===== src/rtl/barrel_shift_left_pipe_32.sv =====
// 32-bit left barrel shifter (rotate-left or logical shift-left with zero fill)
// built as a two-stage registered pipeline with valid/ready on both sides.
// Stage 1 resolves the coarse byte-granular part of the amount (bits [4:3]);
// stage 2 resolves the fine bit-granular part (bits [2:0]).
module barrel_shift_left_pipe_32 #(
  parameter int WIDTH = 32,
  parameter int SPLIT = 2
) (
  input  logic             clk_i,
  input  logic             rst_ni,
  input  logic [WIDTH-1:0] i_a,
  input  logic [4:0]       num_left_i,
  input  logic             rot_i,
  input  logic             valid_i,
  output logic             ready_o,
  output logic [WIDTH-1:0] o_y,
  output logic             valid_o,
  input  logic             ready_i
);

  localparam int AMT_W  = $clog2(WIDTH);
  // SPLIT is fixed at 2: the coarse stage handles shifts of 0/8/16/24.
  localparam int FINE_W = AMT_W - SPLIT;

  logic [WIDTH-1:0]  s1_data;
  logic [FINE_W-1:0] s1_amt;
  logic              s1_rot;
  logic              s1_vld;
  logic              adv1;
  logic              adv2;
  logic [AMT_W-1:0]  coarse_amt;
  logic [AMT_W-1:0]  fine_amt;

  // Shift the operand into the upper half of a double-width word; the lower
  // half carries either a copy (rotate wraps MSBs into LSBs) or zeros.
  function automatic logic [WIDTH-1:0] shl(input logic [WIDTH-1:0] a,
                                           input logic [AMT_W-1:0] n,
                                           input logic             rot);
    logic [2*WIDTH-1:0] ext;
    ext = {a, (rot ? a : {WIDTH{1'b0}})} << n;
    return ext[2*WIDTH-1:WIDTH];
  endfunction

  // Stall logic: an empty stage always accepts, so bubbles collapse.
  always_comb begin
    adv2       = !valid_o || ready_i;
    adv1       = !s1_vld || adv2;
    ready_o    = adv1;
    coarse_amt = {num_left_i[AMT_W-1 -: SPLIT], {FINE_W{1'b0}}};
    fine_amt   = {{SPLIT{1'b0}}, s1_amt};
  end

  // Stage 1: coarse shift and capture of the residual amount and mode.
  always_ff @(posedge clk_i or negedge rst_ni) begin
    if (!rst_ni) begin
      s1_data <= '0;
      s1_amt  <= '0;
      s1_rot  <= 1'b0;
      s1_vld  <= 1'b0;
    end else if (adv1) begin
      s1_data <= shl(i_a, coarse_amt, rot_i);
      s1_amt  <= num_left_i[FINE_W-1:0];
      s1_rot  <= rot_i;
      s1_vld  <= valid_i;
    end
  end

  // Stage 2: fine shift into the output register; holds while stalled.
  always_ff @(posedge clk_i or negedge rst_ni) begin
    if (!rst_ni) begin
      o_y     <= '0;
      valid_o <= 1'b0;
    end else if (adv2) begin
      o_y     <= shl(s1_data, fine_amt, s1_rot);
      valid_o <= s1_vld;
    end
  end

endmodule


===== config.mk =====
export PLATFORM = sky130hd
export DESIGN_NAME = barrel_shift_left_pipe_32
export DESIGN_NICKNAME = d
export VERILOG_FILES = /design/src/rtl/barrel_shift_left_pipe_32.sv
export SDC_FILE = /design/constraint.sdc
export NUM_CORES = 1
export LEC_CHECK = 0
export CAP_MARGIN = 20
export CORE_ASPECT_RATIO = 1.4
export CORE_MARGIN = 2
export CORE_UTILIZATION = 55
export CTS_BUF_LIST = sky130_fd_sc_hd__clkbuf_8
export DETAILED_ROUTE_END_ITERATION = 7
export PLACE_DENSITY = 0.82
export SYNTH_ARGS = -nofsm -noshare
export SYNTH_HDL_FRONTEND = slang
export SYNTH_SLANG_ARGS = --single-unit

===== constraint.sdc =====
create_clock -name clk_i -period 1.93 [get_ports clk_i]
set_input_delay 0.386 -clock clk_i [delete_from_list [all_inputs] [get_ports clk_i]]
set_output_delay 0.386 -clock clk_i [all_outputs]
set_load 0.005 [all_outputs]

==> results.yml <==
run_status:
  status: "finished, final reports clean"
sta:
  fmax_mhz: 543
  fin_crit_sh: 0.954
  worst_pin_slew_ps: 437
  skew_ps: 6.64
  max_slew_margin: 0.709
  whs_ps: 13.2
  rsz0062_at_grt: "false"
  setup_viol: 0
  period_needed_ps: 1840
  finalMaxSlewViolations: 0
  hold_viol: 0
run:
  maxCapViolations: 0
setup_path:
  path_delay_family: "multiplexers"
  critPathKind: "reg -> reg"
  cp-end-kind: "flip-flop"
  crit_arrival_ps: 2080
  cpPeakStageDelay_ps: 580
  startpoint_type: "flip-flop"
  cp_num_buf_inv: 1
  slowest_stage: "mux4_1"
  worstPathMaxFanout: 8
  path_cells: "buf_4, mux4_1, and3_1, a221o_1"
  cp.required_ps: 2170
yosys:
  synth_seq_cells: 70
  syn_area_per_cell_um2: 11.3
  synth-seq-area-share: 0.396
  synth_area_leaders: "dfrtp_1 (40%), mux4_2 (11%), and3_1 (5.8%)"
  netlist_area_mm2: 0.00442
  synthFlopType: "dfrtp_1"
  async_reset_ff_frac: 1.00
  synth_common_cells: "dfrtp_1 (70), and3_1 (41), nand2_1 (28)"
  synth_top_area_frac: 0.396
  syn_inst: 391
  yosysWarnings: 0
  synth.most_common_cell: "dfrtp_1"
  synth_top_cell_by_area: "dfrtp_1"
  synth_edf_count: 0
  synth_cell_types: 34
  mappedNetlistNets: 433
floorplan:
  std_cell_rows: 38
  die-area_mm2: 0.00879
  io_pins: 76
  start_util: 0.567
  core_area_mm2: 0.00780
  die_x_um: 79.8
  die_height_um: 110
min_path:
  hp-class: "in -> async"
clock_tree:
  clkTransAtPathRegs_ps: 70
  h-tree-depth: 3
  cts_tree: "yes"
  cts_buffers: 9
  clock-sinks: 70
  clock_latency_ps: 360
  clockRootBuffer: "clkbuf_8"
  cts_buffer_depth: 2
cells_and_area:
  final_area_mm2: 0.00567
  post_route_cells_drive_above_1_share: 0.236
  final_nets: 515
  register_area_mm2: 0.00175
  antenna-diode-count: 0
  filler_cell_count: 555
  multi_input_area_mm2: 0.00246
  synthToLayoutAreaGrowth_pct: 28.3
routing:
  drc: 0
  wl_per_cell_um: 20.2
  postRouteAntennaNets: 0
  drtIter0Drc: 310
  vias: 3771
  first_pass_iters: 5
  wl_um: 11600
  vias_per_cell: 6.52
placement:
  place_area_mm2: 0.00539
  dpl.hpwl_um: 8710
  gp_congestion: 0.937
  portBuffers: 75
global_routing:
  grt_pass1_wl_um: 18800
  grt_max_degree: 71
  grt_overflow: 0
  antenna_found_initial: 0
  track_usage: 0.283
  grt_pass1_vias: 3783
power:
  vdd_drop_max_mv: 0.452
  p_leak_nw: 2.50
  p_per_area_mw_per_mm2: 903
state kept, by name, indices dropped and copies added, names as in the netlist:
register / count
s1_amt: 3
valid_o: 1
s1_data: 32
o_y: 32
s1_vld: 1
s1_rot: 1
cells in the final DEF (no fill, tap or decap), types with 11 or more instances in the layout:
cell type,n
a221o_1,25
a31o_2,16
and3_1,41
buf_4,30
clkbuf_8,14
clkdlybuf4s50_1,73
dfrtp_1,68
mux2_2,11
mux2i_1,19
mux4_2,22
nand2_1,28
nand2b_1,19
nand3_1,22
nor2_1,11
worst reg2reg max path, stage by stage (launching register included):
cell	delay, ps
dfrtp_2	490
buf_4	180
mux4_1	590
and3_1	200
a221o_1	270
layer usage:
metal | global-route usage | up-vias | wire [um]
met4 | 0.153 | 0 | 544
met1 | 0.329 | 1856 | 4290
met5 | 0 | - | 0
li1 | - | 1700 | -
met2 | 0.493 | 166 | 6200
met3 | 0.0537 | 49 | 614
final timing paths:
check	startpoint	to	cells after the start	slack (ps)
worst max-delay path	s1_amt[0]$_DFFE_PN0P_	o_y[11]$_DFFE_PN0P_	4	90
worst min-delay path	rst_ni	s1_data[12]$_DFFE_PN0P_	2	10
worst max register to register	s1_amt[0]$_DFFE_PN0P_	o_y[11]$_DFFE_PN0P_	4	90
worst min register to register	o_y[6]$_DFFE_PN0P_	o_y[6]$_DFFE_PN0P_	2	500
max in group asynchronous	rst_ni	s1_amt[1]$_DFFE_PN0P_	2	1590
min in group clk_i	o_y[6]$_DFFE_PN0P_	o_y[6]$_DFFE_PN0P_	2	500
through the flow:
stage	TNS [ps]	power [mW]	std cells	setup WS (ps)	util
5_1_grt	0	5.36	578	32.6	0.728
3_5_place_dp	-2300	3.68	558	-113	0.691
2_1_floorplan	0	2.88	391	222	-
6_report	0	5.12	578	88.9	0.728
4_1_cts	0	5.12	574	8.14	0.724
3_3_place_gp	-1240	3.63	558	-91.1	0.691
report_power, final:
group | switching [mW] | internal, mW
clock | 0.538 | 0.904
combinational | 0.634 | 1.02
sequential | 0.276 | 1.75
logic make-up (layout without fill, tap and decap cells):
family,Yosys count,after routing,synth area share
buffers and inverters,43,130,0.0492
and+or+nand+nor,135,135,0.164
AOI/OAI and AO/OA,83,83,0.160
DFF,70,70,0.396
muxes,60,60,0.231
layout make-up:
cell class	instances	area share
clock buffer	14	0.0340
sequential	70	0.309
timing repair buffer	110	0.189
inverter	4	0.00265
clock inverter	2	0.0106
multi-input combinational	278	0.433
tap	100	0.0221
timing repair:
item                       CTS  global route
gates resized for setup      1             1
setup endpoints to repair    1            11
gates cloned                 0             0
hold buffers                 0             0
buffers inserted             0             4
(Power assumes the default switching activity.)
